File: src/rtl/freq_step_gen.sv
// Stepped frequency generator: pushbutton-driven divisor steps drive two square waves
// (half-period div_count/2 and div_count) with coincident one-cycle toggle ticks.
module freq_step_gen #(
    parameter int unsigned WIDTH    = 32,
    parameter int unsigned BASE_DIV = 2273,
    parameter int unsigned STEP_DIV = 50,
    parameter int unsigned NSTEPS   = 31
) (
    input  logic                          clk,
    input  logic                          reset,
    input  logic                          fast,
    input  logic                          slow,
    output logic [WIDTH-1:0]              div_count,
    output logic [$clog2(NSTEPS+1):0]     step,
    output logic                          new_sig,
    output logic                          slow_sig,
    output logic                          new_tick,
    output logic                          slow_tick,
    output logic                          at_fast_lim,
    output logic                          at_slow_lim
);

    localparam int unsigned SW = $clog2(NSTEPS + 1) + 1;

    localparam longint MinDiv = longint'(BASE_DIV) - longint'(NSTEPS) * longint'(STEP_DIV);
    localparam longint MaxDiv = longint'(BASE_DIV) + longint'(NSTEPS) * longint'(STEP_DIV);

    generate
        if (MinDiv < 4 || MaxDiv >= (longint'(1) << WIDTH)) begin : g_bad_params
            $fatal(1, "freq_step_gen: divisor range does not fit in [4, 2^WIDTH)");
        end
    endgenerate

    localparam logic signed [SW-1:0] StepMax = SW'(NSTEPS);
    localparam logic signed [SW-1:0] StepMin = -StepMax;

    logic                    fast_q, slow_q;
    logic                    fast_evt, slow_evt;
    logic signed [SW-1:0]    step_q, step_d;
    logic [WIDTH-1:0]        step_ext;
    logic [WIDTH-1:0]        div_q, div_d;
    logic [WIDTH-1:0]        h_q, h_d, f_q, f_d;
    logic [WIDTH-1:0]        half_thr, full_thr;
    logic                    new_sig_q, new_sig_d, slow_sig_q, slow_sig_d;
    logic                    new_tick_q, new_tick_d, slow_tick_q, slow_tick_d;

    assign fast_evt = fast & ~fast_q;
    assign slow_evt = slow & ~slow_q;

    // Simultaneous presses cancel; saturate at the limits instead of wrapping.
    always_comb begin
        step_d = step_q;
        if (fast_evt && !slow_evt && step_q != StepMax) begin
            step_d = step_q + SW'(1);
        end else if (slow_evt && !fast_evt && step_q != StepMin) begin
            step_d = step_q - SW'(1);
        end
    end

    // Sign-extended step, so the modular product gives BASE_DIV - step*STEP_DIV.
    assign step_ext = WIDTH'(step_d);
    assign div_d    = WIDTH'(BASE_DIV) - step_ext * WIDTH'(STEP_DIV);

    assign half_thr = (div_q >> 1) - WIDTH'(1);
    assign full_thr = div_q - WIDTH'(1);

    // >= compare lets a counter above a freshly lowered threshold wrap at once.
    always_comb begin
        h_d         = h_q + WIDTH'(1);
        new_sig_d   = new_sig_q;
        new_tick_d  = 1'b0;
        if (h_q >= half_thr) begin
            h_d        = '0;
            new_sig_d  = ~new_sig_q;
            new_tick_d = 1'b1;
        end
    end

    always_comb begin
        f_d          = f_q + WIDTH'(1);
        slow_sig_d   = slow_sig_q;
        slow_tick_d  = 1'b0;
        if (f_q >= full_thr) begin
            f_d         = '0;
            slow_sig_d  = ~slow_sig_q;
            slow_tick_d = 1'b1;
        end
    end

    // Button history loads during reset too, so a button held through release is not an event.
    always_ff @(posedge clk) begin
        fast_q <= fast;
        slow_q <= slow;
    end

    always_ff @(posedge clk) begin
        if (reset) begin
            step_q      <= '0;
            div_q       <= WIDTH'(BASE_DIV);
            h_q         <= '0;
            f_q         <= '0;
            new_sig_q   <= 1'b0;
            slow_sig_q  <= 1'b0;
            new_tick_q  <= 1'b0;
            slow_tick_q <= 1'b0;
        end else begin
            step_q      <= step_d;
            div_q       <= div_d;
            h_q         <= h_d;
            f_q         <= f_d;
            new_sig_q   <= new_sig_d;
            slow_sig_q  <= slow_sig_d;
            new_tick_q  <= new_tick_d;
            slow_tick_q <= slow_tick_d;
        end
    end

    assign div_count   = div_q;
    assign step        = step_q;
    assign new_sig     = new_sig_q;
    assign slow_sig    = slow_sig_q;
    assign new_tick    = new_tick_q;
    assign slow_tick   = slow_tick_q;
    assign at_fast_lim = (step_q == StepMax);
    assign at_slow_lim = (step_q == StepMin);

endmodule

File: config.mk
export PLATFORM = sky130hd
export DESIGN_NAME = freq_step_gen
export DESIGN_NICKNAME = d
export VERILOG_FILES = /design/src/rtl/freq_step_gen.sv
export SDC_FILE = /design/constraint.sdc
export NUM_CORES = 1
export LEC_CHECK = 0
export ABC_AREA = 1
export BUFFER_PORTS_ARGS = -buffer_cell sky130_fd_sc_hd__buf_2
export CORE_MARGIN = 2
export CORE_UTILIZATION = 55
export CTS_BUF_LIST = sky130_fd_sc_hd__clkbuf_2
export DETAILED_ROUTE_END_ITERATION = 7
export GPL_TIMING_DRIVEN = 1
export PLACE_DENSITY = 0.73
export SLEW_MARGIN = 20
export SYNTH_ARGS = -nofsm -noshare
export SYNTH_HDL_FRONTEND = slang
export SYNTH_SLANG_ARGS = --single-unit
File: constraint.sdc
create_clock -name clk -period 12.9 [get_ports clk]
set_input_delay 1.29 -clock clk [delete_from_list [all_inputs] [get_ports clk]]
set_output_delay 1.29 -clock clk [all_outputs]
set_load 0.05 [all_outputs]
---- Yosys cells after proc, flatten, opt, wreduce, memory -nomap -nowiden ----
Index checks and enable logic that the tools add are counted.
storage, ports and cells
  input bits .............................. 4
  memories kept ........................... 0
  register bits after elaboration ......... 108
  latch bits .............................. 0
  output and inout bits ................... 44
  bits in writable memories ............... 0
  logic and storage cells ................. 42
  memory bits (read-only) ................. 0
cells by class
  $mul .................................... 1
  bitwise gates (word level) .............. 6
  add/subtract/negate cells ............... 7
  eq/ne operators ......................... 4
  divide/modulo/power cells ............... 0
  reduce and logical (&&, ||, !) cells .... 8
  multiplexer cells ....................... 4
  magnitude comparators ................... 2
  shifts and indexed selects .............. 0
operator list
  cell                                                count
  adder 32 x 1 -> 32 bit, second input constant       2
  >= comparator 32 bit                                2
  multiplier 32 x 5 -> 31 bit, second input constant  1
  subtractor 12 x 32 -> 32 bit, first input constant  1
  subtractor 31 x 1 -> 32 bit, second input constant  1
  subtractor 32 x 1 -> 32 bit, second input constant  1
  == test 6 bit, second input constant                2
  2-to-1 mux 6 bit                                    2
  != test 6 bit, second input constant                2
  adder 6 x 2 -> 6 bit, second input constant         1
  subtractor 6 x 2 -> 6 bit, second input constant    1
  logical AND 1 bit                                   4
  inverter 1 bit                                      4
  OR reduction 2 bit                                  2
  AND 1 bit                                           2
  logical NOT 1 bit                                   2
  2-to-1 mux 1 bit                                    2

---- Logic depth before layout (Yosys ltp) ----
  depth after elaboration ................. 9
  mapped depth ............................ 35
  mapped depth without buffers ............ 34

---- Least setup slack after synthesis ----
Ideal clock, no wire load.
  kind .................................... reg-to-reg
  start point ............................. reg step_q[0], in the netlist step[0]
  end point ............................... reg div_q[30], in the netlist div_count[30]
  path buffers ............................ 0
  stages on the path, launching flop included .. 27
  arrival ................................. 5627 ps
  setup time .............................. 64 ps
  required time ........................... 12836 ps
  clock period less this slack ............ 5691 ps
  slack ................................... 7209 ps
  path through ............................ dfxtp_1 > ha_1 > nand3_1 > nor2_2 > nor2_2 > nand2_1 > nand3_2 > nand2_1 > inv_1 > fa_1 > inv_1 > fa_1 > inv_1 > ha_1 > nand2_1 > nor2_1 > a21oi_1 > or2_2 > ha_1 > inv_1 > nor3_1 > inv_1 > nor2_1 > nand2_1 > a21oi_2 > nor2_1 > nor2_1
on the way
  cells in the longest elaborated chain, start to end .. 6
  elaborated cells on any way between the ends .. 10
  those cells by class .................... add/sub (3); mul (1); eq/ne (2); mux (2); reduce/logical (2)
RTL lines
  item                                                                               line  RTL
  from (decl)                                                                        39    logic signed [SW-1:0] step_q, step_d;
  from (signal assigned)                                                             107   step_q <= step_d;
  parallel branches: the longest is 3 deep, another holds subtractor 6 x 2 -> 6 bit  -
  2-to-1 mux 6 bit (*)                                                               53    if (fast_evt && !slow_evt && step_q != StepMax) begin
  named net step_d[5]                                                                39
  multiplier 32 x 5 -> 31 bit (*)                                                    62    assign div_d = WIDTH'(BASE_DIV) - step_ext * WIDTH'(STEP_DIV);
  subtractor 12 x 32 -> 32 bit (*)                                                   62
  to (signal assigned)                                                               99    div_q <= WIDTH'(BASE_DIV);
  to (signal assigned)                                                               108   div_q <= div_d;
  to (decl)                                                                          41    logic [WIDTH-1:0] div_q, div_d;
Mark *: on every way through the listed nets, which the timed path passes.
A chain may end at the register's enable or synchronous reset.

---- Final worst setup path ----
  start point ............................. in fast
  end point ............................... reg div_q[30], in the netlist div_count[30]
on the way
  cells in the longest elaborated chain, start to end .. 8
  elaborated cells on any way between the ends .. 10
  those cells by class .................... add/sub (1); mul (1); mux (2); bitwise (1); reduce/logical (5)
RTL lines
  item                              line  RTL
  from (decl)                       11    input logic fast,
  AND 1 bit (*)                     47    assign fast_evt = fast & ~fast_q;
  logical NOT 1 bit                 55    end else if (slow_evt && !fast_evt && step_q != StepMin) begin
  logical AND 1 bit (2 in series)   55
  2-to-1 mux 6 bit                  55
  2-to-1 mux 6 bit (*)              53
  named net step_d[5]               39
  multiplier 32 x 5 -> 31 bit (*)   62
  subtractor 12 x 32 -> 32 bit (*)  62
Mark *: on every way through the listed nets, which the timed path passes. The rest lies on a longest branch.

==> out/metrics.csv <==
metric,value,unit
place.gp.congestion,0.9800,
critPathLaunchType,primary input,
max_stage_delay,0.58,ns
postSynthCellCount,1070,
slowest_stage,fa_1,
sw_frac_of_total,47.08,%
hp-class,reg -> reg,
muxShareOfSynthArea,0.2614,%
drc,0,
switching_power,0.4795,mW
drt_iter0_drc,460,
final.setup.tns,0,ns
clock_power_share,15.2,%
cts_max_path_buffers,2,
drt_wl_total,16910,um
seqCellArea,2122,um^2
fp.coreArea,13720,um^2
irDropWorstVdd,99.09,uV
ys_seq_area_share,27.71,%
grt_max_degree,34,
finalCriticalPeriod,5.638,ns
synth_top_family_by_area,simple AND/OR/NAND/NOR gates,
root_buffer,clkbuf_2,
start_util,55.81,%
dp_hpwl,13520,um
grt_antenna_before_repair,1,
arrival,6.23,ns
yosysWarnings,0,
ios,48,
cp-startpoint,fast,
pwr_density_cell,124.5,nW/um^2
post_cts_resized,0,
end_kind,flop,
cp_max_fo,9,
gr-usage-all-layers,24.33,%
synthAdderAreaFrac,16.76,%
relSlewSlack,53.08,%
clock_latency,0.64,ns
cts_sinks,106,
final_common_cell,nand2_1,
layout.nets,1220,
io_buffers,46,
p_total,1.019,mW
p_seq_share,39.5,%
overflow,0,
p_leak,3.855,nW
die_w,122.0,um
synth_simple_gate_area_share,31.49,%
die_y,122.0,um
multiInputGateArea,4831,um^2
ys_types,46,
cts-buffers-inserted,9,
synth_compound_area_share,6.863,%
grt_setup_unrepaired,no,
rows,43,
fin_worst_skew,0.03730,ns
hp-start,new_sig,
worstMarginPinSlew,0.6974,ns
synth_xor_area_share,7.663,%
p_int,0.5391,mW
clock.fmax,177.4,MHz
final-setup-viol-count,0,
routed_via_density,5.247,
grt_pass1_vias,6208,
drive_gt1_share,9.982,%
r2r_start,step[0],
syn-cell-area,7657,um^2
avgSynthCellArea,7.156,um^2
worst-setup-path-type,in -> reg,
fin_crit_sh,43.70,%
hold_viol_final,0,
syn2layout_area_growth,6.863,%
ys_top_cells_by_area,"dfxtp_1, ha_1, nand2_1",
cts_hold_buf,0,
clk_pin_slew,0.28,ns
syn-num-nets,1173,
slew_viol_final,0,
ys_ff_latch,106,
vias,6837,
grt_first_pass_wirelength,28860,um
post-cts-setup-buffer-count,0,
synth_top_cell_by_area,dfxtp_1,
status,completed,
die_area,14880,um^2
drtPass1Iterations,5,
worstPathRequired,13.49,ns
h-tree-depth,3,
antenna_left,0,
nFillCells,1364,
crit_top_cell,nand2_1,
wl_per_cell,12.98,um
cap_violations,0,
cts_tree,yes,
p_comb_share,45.3,%
final_cell_mix,"nand2_1, inv_1, nor2_1, dfxtp_1, ha_1",
synth_top_area_share,27.71,%
==> cells in the mapped netlist (all sizes together) <==
| library cell | number |
|---|---|
| o32ai | 1 |
| nor3b | 8 |
| and2 | 2 |
| clkbuf | 8 |
| fa | 6 |
| nor4 | 17 |
| nor3 | 50 |
| nand3b | 1 |
| nand3 | 50 |
| xnor2 | 16 |
| or2 | 5 |
| ha | 93 |
| xor2 | 51 |
| a31oi | 6 |
| dfxtp | 106 |
| mux2i | 2 |
| clkinv | 1 |
| or4 | 1 |
| o21a | 1 |
| nor2 | 155 |
| and3 | 1 |
| buf | 4 |
| o211ai | 8 |
| nand2 | 190 |
| o31ai | 1 |
| inv | 172 |
| o21ai | 17 |
| conb | 1 |
| nand4 | 34 |
| a21oi | 62 |
==> cells by family (layout without fill, tap and decap cells) <==
family,count (synthesis),after routing
AO/OA/AOI/OAI,96,96
XOR/XNOR,67,67
adder cells (fa/ha/maj),99,99
buffers and inverters,185,237
flip-flops,106,106
multiplexers,2,2
other,1,2
AND/OR/NAND/NOR,514,514
==> routing by layer <==
metal  track usage [%]  routed length, um
met3             4.822                774
met2             41.10               7767
met1             31.14               7970
met4             7.902                400
met5                 0                  0
==> power by group through the flow <==
stage	registers (mW)	clock network (mW)	logic, mW
finish	0.402	0.155	0.461
CTS	0.402	0.162	0.463
global route	0.406	0.176	0.526
detailed placement	0.408	0	0.461
global placement	0.409	0	0.454
floorplan	0.487	0	0.273
==> state kept, by name (all words and copies together) (netlist names) <==
register / flops
f_q: 32
h_q: 32
div_count: 30
step: 6
fast_q: 1
new_sig: 1
new_tick: 1
slow_q: 1
slow_sig: 1
slow_tick: 1
==> worst paths after layout <==
check | cells after the start | to | slack, ns
setup / recovery | 28 | div_count[30] | 7.26
hold / removal | 1 | new_sig | 0.48
setup reg to reg | 27 | div_count[30] | 7.35
hold reg to reg | 1 | new_sig | 0.48
==> critical path, delay by kind of cell <==
| family | cells | cell delay, ns |
|---|---|---|
| AO/OA/AOI/OAI | 2 | 0.38 |
| adder cells (fa/ha/maj) | 4 | 1.71 |
| buffers and inverters | 7 | 0.60 |
| AND/OR/NAND/NOR | 15 | 2.22 |
==> metrics by stage <==
| step | hold slack, ns | cells | setup slack, ns | cell area [um^2] | util, % |
|---|---|---|---|---|---|
| finish | 0.4787 | 1303 | 7.262 | 8183 | 59.64 |
| global route | 0.4941 | 1303 | 6.822 | 8183 | 59.64 |
| CTS | 0.4861 | 1302 | 7.304 | 8180 | 59.63 |
| detailed placement | 0.4576 | 1286 | 6.609 | 8073 | 58.84 |
| global placement | 0.4423 | 1286 | 6.739 | 8073 | 58.84 |
| floorplan | 0.4297 | 1070 | 7.209 | 7657 | - |
==> layout make-up <==
cell class | count | area share [%]
inverter | 173 | 7.936
antenna | 1 | 0.03058
tap | 180 | 2.752
multi-input combinational | 779 | 59.04
sequential | 106 | 25.93
timing repair buffer | 48 | 2.997
clock inverter | 6 | 0.7034
clock buffer | 10 | 0.6116
No activity file was read; power rests on OpenSTA's default activity.
